[config.mk]
export PLATFORM = sky130hd
export DESIGN_NAME = elevator_call_scheduler
export DESIGN_NICKNAME = d
export VERILOG_FILES = /design/src/rtl/elevator_pkg.sv /design/src/rtl/scan_target_sel.sv /design/src/rtl/elevator_call_scheduler.sv
export SDC_FILE = /design/constraint.sdc
export NUM_CORES = 1
export LEC_CHECK = 0
export ABC_AREA = 1
export ABC_CLOCK_PERIOD_IN_PS = 2100
export BUFFER_PORTS_ARGS = -buffer_cell sky130_fd_sc_hd__buf_2
export CORE_MARGIN = 1.5
export CORE_UTILIZATION = 56
export CTS_CLUSTER_SIZE = 16
export DETAILED_ROUTE_END_ITERATION = 16
export PLACE_DENSITY = 0.89
export SLEW_MARGIN = 40
export SYNTH_ARGS = -nofsm -noshare
export SYNTH_HDL_FRONTEND = slang
export SYNTH_SLANG_ARGS = --single-unit
export TNS_END_PERCENT = 5
[constraint.sdc]
create_clock -name clk -period 2.1 [get_ports clk]
set_input_delay 0.105 -clock clk [delete_from_list [all_inputs] [get_ports clk]]
set_output_delay 0.105 -clock clk [all_outputs]
set_load 0.005 [all_outputs]
[src/rtl/elevator_pkg.sv]
// Shared definitions for the elevator call scheduler: floor count, FSM state
// encoding and one-hot/index conversion helpers.
package elevator_pkg;

    localparam int N_FLOORS = 3;
    localparam int IDX_W    = $clog2(N_FLOORS);

    localparam logic [2:0] ST_IDLE     = 3'd0;
    localparam logic [2:0] ST_DISPATCH = 3'd1;
    localparam logic [2:0] ST_TRAVEL   = 3'd2;
    localparam logic [2:0] ST_DWELL    = 3'd3;
    localparam logic [2:0] ST_FAULT    = 3'd4;

    function automatic logic [N_FLOORS-1:0] idx_to_onehot(input logic [IDX_W-1:0] idx);
        logic [N_FLOORS-1:0] oh;
        for (int i = 0; i < N_FLOORS; i++) oh[i] = (IDX_W'(i) == idx);
        return oh;
    endfunction

    function automatic logic [IDX_W-1:0] onehot_to_idx(input logic [N_FLOORS-1:0] oh);
        logic [IDX_W-1:0] idx;
        idx = '0;
        for (int i = 0; i < N_FLOORS; i++) if (oh[i]) idx = IDX_W'(i);
        return idx;
    endfunction

endpackage

[src/rtl/scan_target_sel.sv]
// Combinational SCAN picker: a request at the current floor wins, otherwise the
// nearest request in the travel direction, otherwise the nearest behind (reversing).
module scan_target_sel
    import elevator_pkg::*;
(
    input  logic [N_FLOORS-1:0] i_pending,
    input  logic [IDX_W-1:0]    i_cur_floor,
    input  logic                i_dir_up,
    output logic [IDX_W-1:0]    o_target,
    output logic                o_new_dir,
    output logic                o_valid,
    output logic                o_here
);

    logic             w_above;
    logic             w_below;
    logic [IDX_W-1:0] w_above_idx;
    logic [IDX_W-1:0] w_below_idx;

    always_comb begin
        // NOTE: every output gets a default before any branch so no latch is inferred.
        w_above     = 1'b0;
        w_below     = 1'b0;
        w_above_idx = '0;
        w_below_idx = '0;
        // Descending scan leaves the lowest floor above; ascending leaves the highest below.
        for (int i = N_FLOORS - 1; i >= 0; i--) begin
            if (i_pending[i] && (IDX_W'(i) > i_cur_floor)) begin
                w_above     = 1'b1;
                w_above_idx = IDX_W'(i);
            end
        end
        for (int i = 0; i < N_FLOORS; i++) begin
            if (i_pending[i] && (IDX_W'(i) < i_cur_floor)) begin
                w_below     = 1'b1;
                w_below_idx = IDX_W'(i);
            end
        end

        o_valid   = |i_pending;
        o_here    = |(i_pending & idx_to_onehot(i_cur_floor));
        o_target  = i_cur_floor;
        o_new_dir = i_dir_up;
        if (!o_here) begin
            if (i_dir_up) begin
                if (w_above)      o_target = w_above_idx;
                else if (w_below) begin o_target = w_below_idx; o_new_dir = 1'b0; end
            end else begin
                if (w_below)      o_target = w_below_idx;
                else if (w_above) begin o_target = w_above_idx; o_new_dir = 1'b1; end
            end
        end
    end

endmodule

[src/rtl/elevator_call_scheduler.sv]
// Latches floor calls and feeds them one at a time, as a clean one-hot call,
// to the 3-floor elevator controller, with dispatch retry, dwell and sticky fault.
module elevator_call_scheduler
    import elevator_pkg::*;
#(
    parameter int REQ_HOLD     = 8,
    parameter int DWELL_CYCLES = 16
) (
    input  logic                clk,
    input  logic                reset,
    input  logic [N_FLOORS-1:0] i_btn_call,
    input  logic [N_FLOORS-1:0] i_floor_sens,
    input  logic                i_moving,
    input  logic                i_ctrl_fault,
    input  logic                i_stop_in,
    output logic [N_FLOORS-1:0] o_call_out,
    output logic [N_FLOORS-1:0] o_pending,
    output logic                o_dir_up,
    output logic                o_sched_fault
);

    localparam int CNT_W = $clog2((REQ_HOLD > DWELL_CYCLES) ? REQ_HOLD : DWELL_CYCLES) + 1;

    logic [2:0]          r_state;
    logic [N_FLOORS-1:0] r_pending;
    logic [N_FLOORS-1:0] r_call_out;
    logic                r_dir_up;
    logic [IDX_W-1:0]    r_cur_floor;
    logic [IDX_W-1:0]    r_target;
    logic [CNT_W-1:0]    r_hold_cnt;
    logic [CNT_W-1:0]    r_dwell_cnt;

    logic [2:0]          w_state_nxt;
    logic [N_FLOORS-1:0] w_clr;
    logic [N_FLOORS-1:0] w_set;
    logic [N_FLOORS-1:0] w_cur_oh;
    logic [N_FLOORS-1:0] w_tgt_oh;
    logic [IDX_W-1:0]    w_sel_target;
    logic                w_sel_new_dir;
    logic                w_sel_valid;
    logic                w_sel_here;
    logic                w_sens_bad;

    scan_target_sel u_sel (
        .i_pending   (r_pending),
        .i_cur_floor (r_cur_floor),
        .i_dir_up    (r_dir_up),
        .o_target    (w_sel_target),
        .o_new_dir   (w_sel_new_dir),
        .o_valid     (w_sel_valid),
        .o_here      (w_sel_here)
    );

    assign w_cur_oh   = idx_to_onehot(r_cur_floor);
    assign w_tgt_oh   = idx_to_onehot(r_target);
    assign w_sens_bad = ($countones(i_floor_sens) > 1);
    // A repeat press of the floor being dwelt at is already being served.
    assign w_set      = i_btn_call & ~((r_state == ST_DWELL) ? w_cur_oh : '0);

    always_comb begin
        w_state_nxt = r_state;
        w_clr       = '0;
        if (i_ctrl_fault || w_sens_bad) begin
            w_state_nxt = ST_FAULT;
        end else begin
            case (r_state)
                ST_IDLE: begin
                    if (w_sel_valid && !i_stop_in) begin
                        if (w_sel_here && |(i_floor_sens & w_cur_oh)) begin
                            w_state_nxt = ST_DWELL;
                            w_clr       = w_cur_oh;
                        end else begin
                            w_state_nxt = ST_DISPATCH;
                        end
                    end
                end
                ST_DISPATCH: begin
                    if (i_stop_in)     w_state_nxt = ST_IDLE;
                    else if (i_moving) w_state_nxt = ST_TRAVEL;
                    else if ((r_call_out != '0) && (r_hold_cnt == CNT_W'(REQ_HOLD - 1)))
                        w_state_nxt = ST_IDLE;
                end
                ST_TRAVEL: begin
                    if (|(i_floor_sens & w_tgt_oh) && !i_moving) begin
                        w_state_nxt = ST_DWELL;
                        w_clr       = w_tgt_oh;
                    end
                end
                ST_DWELL: begin
                    if (r_dwell_cnt == CNT_W'(DWELL_CYCLES - 1)) w_state_nxt = ST_IDLE;
                end
                ST_FAULT: w_state_nxt = ST_FAULT;
                default:  w_state_nxt = ST_IDLE;
            endcase
        end
    end

    always_ff @(posedge clk) begin
        // NOTE: sequential state uses non-blocking assignments so every register samples pre-edge values.
        if (!reset) begin
            r_state     <= ST_IDLE;
            r_pending   <= '0;
            r_call_out  <= '0;
            r_dir_up    <= 1'b1;
            r_cur_floor <= '0;
            r_target    <= '0;
            r_hold_cnt  <= '0;
            r_dwell_cnt <= '0;
        end else begin
            r_state   <= w_state_nxt;
            r_pending <= (r_pending & ~w_clr) | w_set;

            if ($onehot(i_floor_sens)) r_cur_floor <= onehot_to_idx(i_floor_sens);

            if ((r_state == ST_IDLE) && (w_state_nxt == ST_DISPATCH || w_state_nxt == ST_DWELL)) begin
                r_target <= w_sel_target;
                r_dir_up <= w_sel_new_dir;
            end

            // The call is only driven while the scheduler stays in DISPATCH.
            r_call_out <= '0;
            if ((r_state == ST_DISPATCH) && (w_state_nxt == ST_DISPATCH)) r_call_out <= w_tgt_oh;

            if (r_state != ST_DISPATCH)                      r_hold_cnt <= '0;
            else if ((r_call_out != '0) && (r_hold_cnt != '1)) r_hold_cnt <= r_hold_cnt + 1'b1;

            if (r_state != ST_DWELL)       r_dwell_cnt <= '0;
            else if (r_dwell_cnt != '1)    r_dwell_cnt <= r_dwell_cnt + 1'b1;
        end
    end

    assign o_call_out    = r_call_out;
    assign o_pending     = r_pending;
    assign o_dir_up      = r_dir_up;
    assign o_sched_fault = (r_state == ST_FAULT);

endmodule

==> results.toml <==
[detailed_routing]
finalWirelength_mm = 3.05
avgViaCountPerCell = 5.22
wl_met2_mm = 1.42
met3_length_um = 148
ant_nets = 0
firstDrtPassIters = 4
wl_met1_mm = 1.44
via_count = 1431
highest_layer = "met4"
drc = 0
wire_per_inst_um = 11.1
drt_iter0_drc = 21

[final_layout]
drive_above_1_share_pct = 16.4
layout_commonest_cell = "nand2_1"
most-common-layout-cells = "nand2_1, nor2_1, inv_1"
area_delta_synth_final_pct = 13.1
diodes = 0
final_nets = 262
fin_cells = 274

[synth]
synth_area_um2 = 1450
seq_area_frac_synth_pct = 33.1
synth_warnings = 0
ys_types = 28
synthCells = 221
synth_seq_cells = 24
syn_nets = 238
synth.avg_cell_area_um2 = 6.57

[clock_tree]
cts_made_buffers = 3
clk_path_buf_depth = 2
cts_resized = 0
post_cts_buffers = 0
cts.reportedPaths.clkPinSlew_ns = 0.14
cts_tree = "built"
root_buffer = "clkbuf_4"
clk_latency_ns = 0.32
h-tree-depth = 1
cts_sinks = 24

[critical_path]
startpoint = "r_dwell_cnt[0]"
critical_path_peak_fanout = 4
cp_data_required_time_ns = 2.32
r2r_cells = 11
reg2reg_to = "r_target[1]"
startpoint_type = "flip-flop"
worstReg2RegStart = "r_dwell_cnt[0]"
worst-setup-path-type = "reg2reg"
crit_end = "r_target[1]"
r2r_slack_ns = 0.44
cp.arrival_ns = 1.88
setup.worst_path.end_class = "flip-flop"

[sta]
setup_viol = 0
setup-tns-final_ns = 0
fmax_mhz = 601
finalCritPeriodShare_pct = 79.3
skew_ns = 0.00374
slew_viol_final = 0
hold_violations = 0
rsz0062_at_grt = "no"
period_needed_ns = 1.66
maxSlewHeadroom_pct = 74.5
tightestPinTransition_ns = 0.382

[floorplanning]
dieArea_um2 = 2910
floorplan.initialDensity_pct = 59.1
rows = 18
die_w_um = 53.9
pin_count = 19
core_region_area_um2 = 2450
die_h_um = 53.9

[global_route]
grt_pass1_wl_mm = 5.29
grt_overflow = 0
grt_max_degree = 15
antenna_found_initial = 0
grt_usage_pct = 25.0
first_global_vias = 1321

[placed_design]
io_buffer_count = 18
hpwl_mm = 2.38
dp.cells = 269
place_congestion = 0.881

[pwr]
peakVddDrop_mv = 0.579
power_mw = 0.972
power_density_nw_per_um2 = 592
cellLeakagePower_nw = 0.766

[min_path]
hold_class = "in2reg"

[run]
max-cap-violations = 0

[status]
run_status = "finished clean"
[per-stage QoR]
step	cell area, um^2	util, %	hold slack [ns]	setup WS, ns
after floorplan	1450	-	0.189	0.576
after global placement	1580	64.3	0.339	0.501
after detailed placement	1580	64.3	0.340	0.453
after CTS	1640	66.9	0.0460	0.415
after global routing	1640	66.9	0.0720	0.258
final	1640	66.9	0.0434	0.436
[worst min-delay path by stage]
| stage | end | start | cells after the start | slack [ns] |
|---|---|---|---|---|
| after CTS | o_pending[2] | i_btn_call[2] | 3 | 0.05 |
| after global placement | o_dir_up | reset | 2 | 0.34 |
| after detailed placement | o_dir_up | reset | 2 | 0.34 |
| after floorplan | o_dir_up | reset | 1 | 0.19 |
| after global routing | o_pending[0] | i_btn_call[0] | 3 | 0.07 |
| final | o_pending[2] | i_btn_call[2] | 3 | 0.04 |
[where the power goes]
group | leakage (nW) | internal [mW] | switching, mW
Clock | 0.0279 | 0.193 | 0.147
Combinational | 0.543 | 0.0543 | 0.0966
Sequential | 0.195 | 0.466 | 0.0159
Total | 0.766 | 0.713 | 0.259
[what timing repair did]
| action | 4_1_cts | 5_1_grt |
|---|---|---|
| endpoints found under the setup margin | 0 | 0 |
| hold buffers | 1 | 0 |
| endpoints found under the hold margin | 1 | 0 |
[critical path, stage by stage (launching register included)]
cell     delay, ns
dfxtp_1       0.36
ha_1          0.21
and3_1        0.20
ha_1          0.19
nor2_1        0.10
nor2_1        0.07
nand3_2       0.08
nand2_1       0.07
nor2_1        0.13
nand2_1       0.07
nand2_1       0.05
nor2_1        0.03
[Yosys cell counts]
cell type,instances,area share [%]
nand3_4,1,1.2
o21ai_2,1,0.60
inv_4,1,0.43
nand4_1,6,2.6
nor2_4,1,0.78
inv_2,2,0.52
nor2_1,36,9.3
fa_1,1,1.4
ha_1,5,4.3
o22ai_2,1,0.86
xor2_1,2,1.2
dfxtp_1,24,33
and3_1,1,0.43
clkinv_1,1,0.26
o21bai_1,1,0.52
nand3_2,2,1.4
o21ai_1,1,0.34
nand3_1,17,5.9
a21oi_1,14,4.8
inv_1,29,7.5
a21boi_0,1,0.52
nor2_2,4,1.7
nand2_2,3,1.3
or2_2,1,0.43
o21ai_0,11,3.8
nor3_1,4,1.4
maj3_2,1,0.78
nand2_1,49,13
[cells by family (layout without fill, tap and decap cells)]
logic type                 Yosys count  in the layout  share of synthesized area [%]
buffers and inverters               33             56                           8.71
xor gates and xnor gates             2              2                           1.21
DFF                                 24             24                           33.1
AOI/OAI and AO/OA                   30             30                           11.5
adders and majority gates            7              7                           6.47
and+or+nand+nor                    125            125                           39.1
[final cells by class]
cell class | count | area (um^2)
clock buffers | 3 | 22.5
clock inverters | 1 | 30.0
fillers | 220 | 813
inverters | 33 | 126
multi-input cells | 164 | 845
flip-flops and latches | 24 | 480
well taps | 30 | 37.5
repair buffers | 19 | 100
[state kept, by name, summed over array words and instances, names as in the netlist]
name	cells
r_hold_cnt	5
o_pending	3
o_call_out	3
r_state	3
r_target	2
r_cur_floor	2
o_dir_up	1
r_dwell_cnt	5
[per-layer routing]
metal  GRT usage (%)  up-vias
li1                -      755
met1            31.6      635
met2            42.3       36
met3            4.44        5
met4            9.40        0
met5               0        -
Note: power is estimated with default switching activity, not from simulation.
